[config.mk]
export PLATFORM = sky130hd
export DESIGN_NAME = stopwatch_controller
export DESIGN_NICKNAME = d
export VERILOG_FILES = /design/src/rtl/stopwatch_pkg.sv /design/src/rtl/sw_time_counter.sv /design/src/rtl/stopwatch_controller.sv
export SDC_FILE = /design/constraint.sdc
export NUM_CORES = 1
export LEC_CHECK = 0
export ABC_AREA = 1
export BUFFER_PORTS_ARGS = -buffer_cell sky130_fd_sc_hd__buf_2
export CORE_MARGIN = 4
export CORE_UTILIZATION = 60
export DETAILED_ROUTE_END_ITERATION = 6
export PLACE_DENSITY = 0.79
export REMOVE_ABC_BUFFERS = 1
export SYNTH_ARGS = -nofsm -noshare
export SYNTH_HDL_FRONTEND = slang
export SYNTH_SLANG_ARGS = --single-unit
[constraint.sdc]
create_clock -name CLK -period 6.7 [get_ports CLK]
set_clock_uncertainty 0.2 [all_clocks]
set_input_delay 1.005 -clock CLK [delete_from_list [all_inputs] [get_ports CLK]]
set_output_delay 1.005 -clock CLK [all_outputs]
set_load 0.1 [all_outputs]
[src/rtl/stopwatch_pkg.sv]
// Shared types for the stopwatch path: controller states, field width and
// the packed lap record {min, sec, cs}.
package stopwatch_pkg;

  localparam int FIELD_W = 7;

  typedef enum logic [1:0] {
    S_IDLE   = 2'd0,
    S_RUN    = 2'd1,
    S_STOP   = 2'd2,
    S_REVIEW = 2'd3
  } state_t;

  typedef struct packed {
    logic [FIELD_W-1:0] min;
    logic [FIELD_W-1:0] sec;
    logic [FIELD_W-1:0] cs;
  } lap_t;

endpackage

[src/rtl/sw_time_counter.sv]
// Cascaded centisecond / second / minute counter. Advances once per enabled
// cycle, synchronous clear has priority, and wrap pulses for one cycle when
// the full terminal count rolls back to zero.
module sw_time_counter
  import stopwatch_pkg::*;
#(
  parameter int CS_MAX  = 99,
  parameter int SEC_MAX = 59,
  parameter int MIN_MAX = 59
) (
  input  logic               clk,
  input  logic               rst,
  input  logic               en,
  input  logic               clr,
  output logic [FIELD_W-1:0] cs,
  output logic [FIELD_W-1:0] sec,
  output logic [FIELD_W-1:0] min,
  output logic               wrap
);

  localparam logic [FIELD_W-1:0] CS_T  = FIELD_W'(CS_MAX);
  localparam logic [FIELD_W-1:0] SEC_T = FIELD_W'(SEC_MAX);
  localparam logic [FIELD_W-1:0] MIN_T = FIELD_W'(MIN_MAX);

  // Counter cascade; wrap is registered so it lines up with the zeroed time.
  always_ff @(posedge clk or posedge rst) begin
    if (rst) begin
      cs   <= '0;
      sec  <= '0;
      min  <= '0;
      wrap <= 1'b0;
    end else begin
      wrap <= 1'b0;
      if (clr) begin
        cs  <= '0;
        sec <= '0;
        min <= '0;
      end else if (en) begin
        if (cs == CS_T) begin
          cs <= '0;
          if (sec == SEC_T) begin
            sec <= '0;
            if (min == MIN_T) begin
              min  <= '0;
              wrap <= 1'b1;
            end else begin
              min <= min + 1'b1;
            end
          end else begin
            sec <= sec + 1'b1;
          end
        end else begin
          cs <= cs + 1'b1;
        end
      end
    end
  end

endmodule

[src/rtl/stopwatch_controller.sv]
// Stopwatch run/stop/lap/clear/review sequencer with lap buffer and display
// select. Buttons are registered, then rising-edge detected, so an action
// shows on the outputs two clocks after the raw level rises. Same-cycle edge
// priority is clr > ss > lap > rev.
// Build option: define STOPWATCH_LAP_OVERWRITE_EN to make the lap buffer a
// ring that overwrites the oldest slot; otherwise laps are ignored when full.
module stopwatch_controller
  import stopwatch_pkg::*;
#(
  parameter int N_LAPS  = 5,
  parameter int CS_MAX  = 99,
  parameter int SEC_MAX = 59,
  parameter int MIN_MAX = 59
) (
  input  logic               CLK,
  input  logic               RST,
  input  logic               tick_cs,
  input  logic               btn_ss,
  input  logic               btn_lap,
  input  logic               btn_clr,
  input  logic               btn_rev,
  output logic               running,
  output logic [FIELD_W-1:0] disp_min,
  output logic [FIELD_W-1:0] disp_sec,
  output logic [FIELD_W-1:0] disp_cs,
  output logic [2:0]         disp_slot,
  output logic [2:0]         lap_count,
  output logic [5:0]         slot_led,
  output logic               wrap,
  output logic [1:0]         state_dbg
);

  localparam logic [2:0] NL   = 3'(N_LAPS);
  localparam logic [2:0] LAST = 3'(N_LAPS - 1);

  // Button bit order everywhere: {clr, ss, lap, rev}.
  logic [3:0] btn_r;
  logic [3:0] btn_q;
  logic [3:0] btn_edge;
  logic       clr_e, ss_e, lap_e, rev_e;

  state_t     state, state_d;
  lap_t       laps [N_LAPS];
  lap_t       live;
  lap_t       shown;
  logic [2:0] wr_ptr, rd_ptr;
  logic [2:0] wr_next, oldest;
  logic       lap_full, lap_ok;
  logic       clear_all, do_lap, rev_enter, rev_step;
  logic       cnt_en;

  // Register button levels, then keep a delayed copy for edge detection.
  always_ff @(posedge CLK or posedge RST) begin
    if (RST) begin
      btn_r <= '0;
      btn_q <= '0;
    end else begin
      btn_r <= {btn_clr, btn_ss, btn_lap, btn_rev};
      btn_q <= btn_r;
    end
  end

  assign btn_edge = btn_r & ~btn_q;
  assign clr_e    = btn_edge[3];
  assign ss_e     = btn_edge[2] & ~btn_edge[3];
  assign lap_e    = btn_edge[1] & ~|btn_edge[3:2];
  assign rev_e    = btn_edge[0] & ~|btn_edge[3:1];

  assign lap_full = (lap_count == NL);

`ifdef STOPWATCH_LAP_OVERWRITE_EN
  assign lap_ok  = 1'b1;
  assign wr_next = (wr_ptr == LAST) ? 3'd0 : wr_ptr + 3'd1;
  assign oldest  = lap_full ? wr_ptr : 3'd0;
`else
  assign lap_ok  = ~lap_full;
  assign wr_next = (wr_ptr == LAST) ? wr_ptr : wr_ptr + 3'd1;
  assign oldest  = 3'd0;
`endif

  // State register.
  always_ff @(posedge CLK or posedge RST) begin
    if (RST) state <= S_IDLE;
    else     state <= state_d;
  end

  // Next-state and one-cycle control strobes for the lap datapath.
  always_comb begin
    state_d   = state;
    clear_all = 1'b0;
    do_lap    = 1'b0;
    rev_enter = 1'b0;
    rev_step  = 1'b0;
    case (state)
      S_IDLE: begin
        if (ss_e) state_d = S_RUN;
      end
      S_RUN: begin
        if (ss_e)                state_d = S_STOP;
        else if (lap_e && lap_ok) do_lap = 1'b1;
      end
      S_STOP: begin
        if (clr_e) begin
          state_d   = S_IDLE;
          clear_all = 1'b1;
        end else if (ss_e) begin
          state_d = S_RUN;
        end else if (rev_e && (lap_count != 3'd0)) begin
          state_d   = S_REVIEW;
          rev_enter = 1'b1;
        end
      end
      S_REVIEW: begin
        if (clr_e) begin
          state_d   = S_IDLE;
          clear_all = 1'b1;
        end else if (rev_e) begin
          state_d = S_STOP;
        end else if (lap_e) begin
          rev_step = 1'b1;
        end
      end
      default: state_d = S_IDLE;
    endcase
  end

  // Time only advances in RUN, so a tick alongside an ss edge counts when
  // leaving RUN and not when entering it.
  assign cnt_en = tick_cs & (state == S_RUN);

  sw_time_counter #(
    .CS_MAX  (CS_MAX),
    .SEC_MAX (SEC_MAX),
    .MIN_MAX (MIN_MAX)
  ) u_time (
    .clk  (CLK),
    .rst  (RST),
    .en   (cnt_en),
    .clr  (clear_all),
    .cs   (live.cs),
    .sec  (live.sec),
    .min  (live.min),
    .wrap (wrap)
  );

  // Lap buffer, write/read pointers and valid count. A captured lap takes
  // the counter value before this cycle's tick lands.
  always_ff @(posedge CLK or posedge RST) begin
    if (RST) begin
      wr_ptr    <= '0;
      rd_ptr    <= '0;
      lap_count <= '0;
      for (int i = 0; i < N_LAPS; i++) laps[i] <= '0;
    end else if (clear_all) begin
      wr_ptr    <= '0;
      rd_ptr    <= '0;
      lap_count <= '0;
      for (int i = 0; i < N_LAPS; i++) laps[i] <= '0;
    end else begin
      if (do_lap) begin
        laps[wr_ptr] <= live;
        wr_ptr       <= wr_next;
        if (!lap_full) lap_count <= lap_count + 3'd1;
      end
      if (rev_enter) rd_ptr <= oldest;
      if (rev_step)  rd_ptr <= ((rd_ptr + 3'd1) == lap_count) ? 3'd0 : rd_ptr + 3'd1;
    end
  end

  // Display select and status outputs, combinational from registers.
  always_comb begin
    running   = (state == S_RUN);
    shown     = (state == S_REVIEW) ? laps[rd_ptr] : live;
    disp_min  = shown.min;
    disp_sec  = shown.sec;
    disp_cs   = shown.cs;
    disp_slot = (state == S_REVIEW) ? rd_ptr : 3'd0;
    state_dbg = state;
    slot_led  = '0;
    for (int i = 0; i < 6; i++) begin
      slot_led[i] = (i < N_LAPS) && (3'(i) < lap_count);
    end
  end

endmodule

Word-level counts from Yosys, hierarchy flattened
Cells that the tools add are included.

operators by class
  bitwise operators = 10
  reductions and logical operators = 20
  divide/modulo/power cells = 0
  mux-type cells = 58
  magnitude comparators = 8
  multipliers = 0
  shift operators = 0
  add/subtract/negate cells = 6
  equal/unequal tests = 15

operators with widths
  operator             number
  $mux 105             2
  $bwmux 105           1
  $mux 21              4
  $mux 7               12
  $bmux 21 s3          1
  $demux 21 s3         1
  $mux 3               11
  $add 7x1->7 const B  3
  $mux 1               18
  $eq 7x6->1 const B   2
  $mux 2               7
  $add 3x1->3 const B  3
  $ge 4x4->1 const B   2
  $not 3->4            2
  $pmux 2 s4           1
  $reduce_bool 2->1    4
  $eq 7x7->1 const B   1
  $eq 3x3->1 const B   2
  $lt 1x3->1 const A   2
  $lt 2x3->1 const A   2
  $reduce_and 2->1     3
  $reduce_bool 3->1    2
  $and 1x1->1          4
  $and 4x4->4          1
  other kinds (18)     26

word-level totals
  memories kept = 0
  output and inout bits = 37
  bits in latches = 0
  input port bits = 7
  flip-flop bits (word level) = 146
  logic and storage cells = 142
  bits in read-only memories = 0
  memory bits (writable) = 0

Logic depth before layout (Yosys ltp)
  depth after elaboration = 13
  mapped depth = 12
  gate-level depth less buffers = 10

Hierarchy
Synthesis repeated with hierarchy kept, for this count alone.

second synthesis, totals
  cell total of the unflattened synthesis = 1058
  area, all modules = 8013.9 um2

modules (own cells, without submodules)
  module                cells each  sequential area each (um2)  area an instance (um2)  instances
  stopwatch_controller  880         3103.0                      6605.1                  1
  sw_time_counter       178         550.5                       1408.9                  1

Worst setup path after synthesis
OpenSTA, ideal clock, no wires.

  kind = register to output
  from = reg lap_count[0]
  to = out slot_led[2]
  path buffers = 0
  setup slack = 2.120 ns
  cell stages (with the launch flop) = 3
  arrival = 3.375 ns
  data required time = 5.495 ns
  cells stage by stage = dfrtp_1 -> inv_1 -> o21ai_0

between the ends
  longest elaborated chain between the ends = 1

RTL lines
  element                 line                         text
  start, declared         stopwatch_controller.sv:27   output logic [2:0] lap_count,
  start signal, assigned  stopwatch_controller.sv:163  if (!lap_full) lap_count <= lap_count + 3'd1;
  $lt 2x3->1              stopwatch_controller.sv:181  slot_led[i] = (i < N_LAPS) && (3'(i) < lap_count);
  end, declared           stopwatch_controller.sv:28   output logic [5:0] slot_led,

No other way between the ends.

Final worst setup path
  from = reg rd_ptr[0]
  to = out disp_min[1]

between the ends
  longest elaborated chain between the ends = 5

RTL lines
  element                                      line                         text
  start, declared                              stopwatch_controller.sv:46   logic [2:0] wr_ptr, rd_ptr;
  start signal, assigned                       stopwatch_controller.sv:165  if (rev_enter) rd_ptr <= oldest;
  start signal, assigned                       stopwatch_controller.sv:166  if (rev_step) rd_ptr <= ((rd_ptr + 3'd1) == lap_count) ? 3'd0 : rd_ptr + 3'd1;
  $not 3->4 (implied by the code)              stopwatch_controller.sv:173  shown = (state == S_REVIEW) ? laps[rd_ptr] : live;
  $bmux 21 s3                                  stopwatch_controller.sv:173
  $mux 21 (implied by the code) (2 in series)  stopwatch_controller.sv:173
  $mux 21                                      stopwatch_controller.sv:173
  end, declared                                stopwatch_controller.sv:23   output logic [FIELD_W-1:0] disp_min,

No other way between the ends. The select of a mux whose other input is x is not followed.

==> reports/summary.txt <==
==================================================================================================
Result of the run                                                                     finished clean
Total DRC errors in the routed layout                                                            0
Wire length of the first global-routing pass                                              33.74 mm
Gr ovfl total                                                                                    0
Chip height                                                                               121.7 µm
Most used cell along the critical path                                                sky130_fd_sc_hd__o21ai_0
Hold Vio Cnt, Final                                                                              0
Commonest cells after routing, fill and taps aside                                    sky130_fd_sc_hd__nand2_1 (356), sky130_fd_sc_hd__dfrtp_1 (146), sky130_fd_sc_hd__nand3_1 (128), sky130_fd_sc_hd__nor2_1 (121), sky130_fd_sc_hd__inv_1 (65)
Maximum fanout count along the critical path                                                    24
Post-route fraction of the period consumed by the critical path                             58.54%
Vias in the first global route                                                               6,623
Worst path buffer plus inverter count                                                            3
Leakage dissipation                                                                       4.706 nW
Headroom to the max-slew limit                                                              37.43%
Maximum number of pins on one net before global-route repair                                    94
Total Nets Final                                                                             1,077
RSZ-0062 raised after global routing                                                            no
Final number of max-transition violations                                                        0
Inst Count DP                                                                                1,214
Per-cell routed wire length                                                               16.57 µm
Count of hold-fix buffers inserted at cts                                                        0
Clock insertion delay at the later pin of the skew report                                  0.42 ns
Clock root buffer                                                                     sky130_fd_sc_hd__clkbuf_16
Delay-heaviest family, CP                                                             buffers and inverters
Worst slack on hold paths                                                                0.1797 ns
Required time at the worst-slack endpoint                                                  5.49 ns
IO buf count                                                                                    42
Category of the most critical setup path                                              flip-flop to output port
Clock transition time at the flip-flop clock pins of the worst setup and hold paths        0.06 ns
Vias                                                                                         7,126
Switching portion of total power                                                            50.51%
Worst-path cell with the longest stage delay                                          sky130_fd_sc_hd__inv_1
PostCTS Resize Cnt                                                                               0
Number of buffers added for setup after CTS                                                      0
Cell internal power dissipation                                                           1.757 mW
Min-delay worst type                                                                  flip-flop to flip-flop
Proportion of synthesized chip area in sequential cells                                     47.10%
Global Route Usage Sum                                                                      29.20%
Depth of the CTS H-tree                                                                          4
Post-Route WL                                                                             20.64 mm
Core Util, Final                                                                            66.97%
Most common cell after layout, fill and taps aside                                    sky130_fd_sc_hd__nand2_1
Count of endpoints failing setup in the final report                                             0
Initial Util                                                                                61.47%
CTS tree                                                                                     built
Max clock buf depth                                                                              2
Clock period minus worst slack                                                            3.922 ns
Sw power                                                                                  1.793 mW
Slew at the pin closest to its max-slew limit                                            0.9386 ns
Setup tns final                                                                               0 ns
Average instance area after synthesis                                                    7.346 µm²
Max frequency                                                                            255.0 MHz
Distinct cells, synth                                                                           32
Die area                                                                                14,810 µm²
Area Growth Syn to Fin                                                                      8.952%
Proportion of layout cells with a drive suffix above 1                                      9.683%
Final Total Pwr                                                                           3.550 mW
Register share of total power                                                                29.4%
Via-per-instance ratio                                                                       5.719
Highest ir drop seen on vdd                                                            0.0004256 V
Floorplan Core Area                                                                     12,620 µm²
Die W                                                                                     121.7 µm
List of cells traversed by the critical path                                          inv_1, buf_4, o21ai_0, o21ai_0, nand2_1, a21oi_1, buf_2
Clock buffer count from CTS                                                                     17
Number of clock sinks seen by CTS                                                              146
DRC violation total after the first TritonRoute iteration                                      858
Sum of net half-perimeters after detailed placement                                       12.94 mm
Row count                                                                                       41
IO Count                                                                                        44
Number of synthesized register bits                                                            146
Gate count after technology mapping                                                          1,056
Worst path max stage delay                                                                 0.47 ns
Yosys synthesis warning count                                                                    0
Number of search-and-repair iterations in the first detailed-routing pass                        6
Combinational group share of total power                                                     45.7%
Worst Path Arrival                                                                         2.72 ns
Maximum capacitance violations                                                                   0
Critical path startpoint category                                                        flip-flop
Gpl congestion                                                                              0.8767
Type of destination of the critical path                                               output port
Detail Route Antenna Nets                                                                        0
Ant. Diodes                                                                                      0
Number of antenna violations at the first check in global routing                                0
Clock network fraction of total power                                                        24.9%
Pwr dens                                                                              420.1 nW/µm²
Post-route non-filler standard cell count                                                    1,246
Cell area after synthesis                                                                 7757 µm²
==================================================================================================
sequential cells by signal, summed over array words and instances, names as in the netlist, 3 cells and up:
register    count
laps          105
u_time.cs       7
u_time.min      7
u_time.sec      7
btn_q           4
btn_r           4
lap_count       3
rd_ptr          3
wr_ptr          3
kinds of logic after synthesis:
family,share of synthesized area (%)
and+or+nand+nor,34.10
xor gates and xnor gates,0.6774
AOI/OAI and AO/OA,8.677
adders and majority gates,1.452
buffers and inverters,7.952
other,0.04834
DFF,47.10
worst register-to-register path, cell delays in order, from the launching register on:
cell                      delay [ns]
sky130_fd_sc_hd__dfrtp_1        0.44
sky130_fd_sc_hd__inv_1          0.13
sky130_fd_sc_hd__ha_1           0.20
sky130_fd_sc_hd__nand2_1        0.06
sky130_fd_sc_hd__nand2_1        0.08
sky130_fd_sc_hd__nor2_2         0.43
sky130_fd_sc_hd__nand2_1        0.66
sky130_fd_sc_hd__inv_1          0.84
sky130_fd_sc_hd__nand2_1        0.13
sky130_fd_sc_hd__nand2_1        0.11
layout make-up:
class,count,area [µm²]
fillers,1100,4168
clock buffers,19,432.9
inverters,73,281.5
repair buffers,49,262.8
multi-input cells,774,3492
clock inverters,13,113.9
well taps,172,215.2
flip-flops and latches,146,3654
metrics by stage:
step | setup WS (ns) | cell area, µm²
2_1_floorplan | 1.572 | 7415
3_3_place_gp | 3.345 | 7905
3_5_place_dp | 3.277 | 7905
4_1_cts | 2.808 | 8452
5_1_grt | 2.586 | 8452
6_report | 2.778 | 8452
path summary, 6_finish.rpt:
kind,start,end,slack [ns],cells past startpoint
min in group asynchronous,RST,laps[64],0.53,2
max reg2reg,lap_count[1],laps[92],3.36,9
min,btn_r[1],btn_q[1],0.18,0
max,rd_ptr[0],disp_min[1],2.78,7
max in group asynchronous,RST,u_time.min[0],4.51,3
min reg2reg,btn_r[1],btn_q[1],0.18,0
routing by layer:
metal / up-vias / wire length, µm / track usage, %
met2: 333 / 9326 / 42.63
met1: 3363 / 9021 / 41.92
met4: 0 / 522 / 12.25
li1: 3387 / - / -
met3: 43 / 1771 / 7.149
met5: - / 0 / 0
power groups by stage:
stage / sequential [mW] / clock (mW) / combinational, mW
finish: 1.04 / 0.882 / 1.62
global route: 1.06 / 0.931 / 1.73
CTS: 1.04 / 0.890 / 1.61
detailed placement: 1.06 / 0 / 1.60
global placement: 1.06 / 0 / 1.59
floorplan: 1.14 / 0 / 1.20
Yosys cell counts:
library cell | count | area, µm²
sky130_fd_sc_hd__o21ai_0 | 61 | 305.3
sky130_fd_sc_hd__nand2_1 | 356 | 1336
sky130_fd_sc_hd__or2_2 | 1 | 6.260
sky130_fd_sc_hd__a22oi_1 | 19 | 142.6
sky130_fd_sc_hd__dfrtp_1 | 146 | 3654
sky130_fd_sc_hd__nor2_2 | 1 | 6.260
sky130_fd_sc_hd__o22ai_1 | 1 | 6.260
sky130_fd_sc_hd__nor2_1 | 121 | 454.2
sky130_fd_sc_hd__o21ai_1 | 6 | 30.03
sky130_fd_sc_hd__clkbuf_1 | 15 | 56.30
sky130_fd_sc_hd__buf_4 | 4 | 30.03
sky130_fd_sc_hd__o21a_1 | 2 | 15.01
sky130_fd_sc_hd__buf_2 | 25 | 125.1
sky130_fd_sc_hd__buf_1 | 11 | 41.29
sky130_fd_sc_hd__inv_1 | 66 | 247.7
sky130_fd_sc_hd__nand3b_1 | 2 | 15.01
sky130_fd_sc_hd__nand3_2 | 1 | 10.01
sky130_fd_sc_hd__xnor2_1 | 2 | 17.52
sky130_fd_sc_hd__nand4_1 | 14 | 87.58
sky130_fd_sc_hd__conb_1 | 1 | 3.750
sky130_fd_sc_hd__nand3_1 | 128 | 640.6
sky130_fd_sc_hd__a21oi_1 | 28 | 140.1
sky130_fd_sc_hd__buf_6 | 8 | 90.09
sky130_fd_sc_hd__o21ai_2 | 3 | 26.28
sky130_fd_sc_hd__nor2_4 | 2 | 22.52
sky130_fd_sc_hd__a21o_1 | 1 | 7.510
sky130_fd_sc_hd__xor2_1 | 4 | 35.03
sky130_fd_sc_hd__nand2_2 | 8 | 50.05
sky130_fd_sc_hd__ha_1 | 9 | 112.6
sky130_fd_sc_hd__nor4_1 | 1 | 6.260
sky130_fd_sc_hd__nor3_1 | 2 | 10.01
sky130_fd_sc_hd__inv_2 | 7 | 26.28
Power figures use the tool's default switching activity.
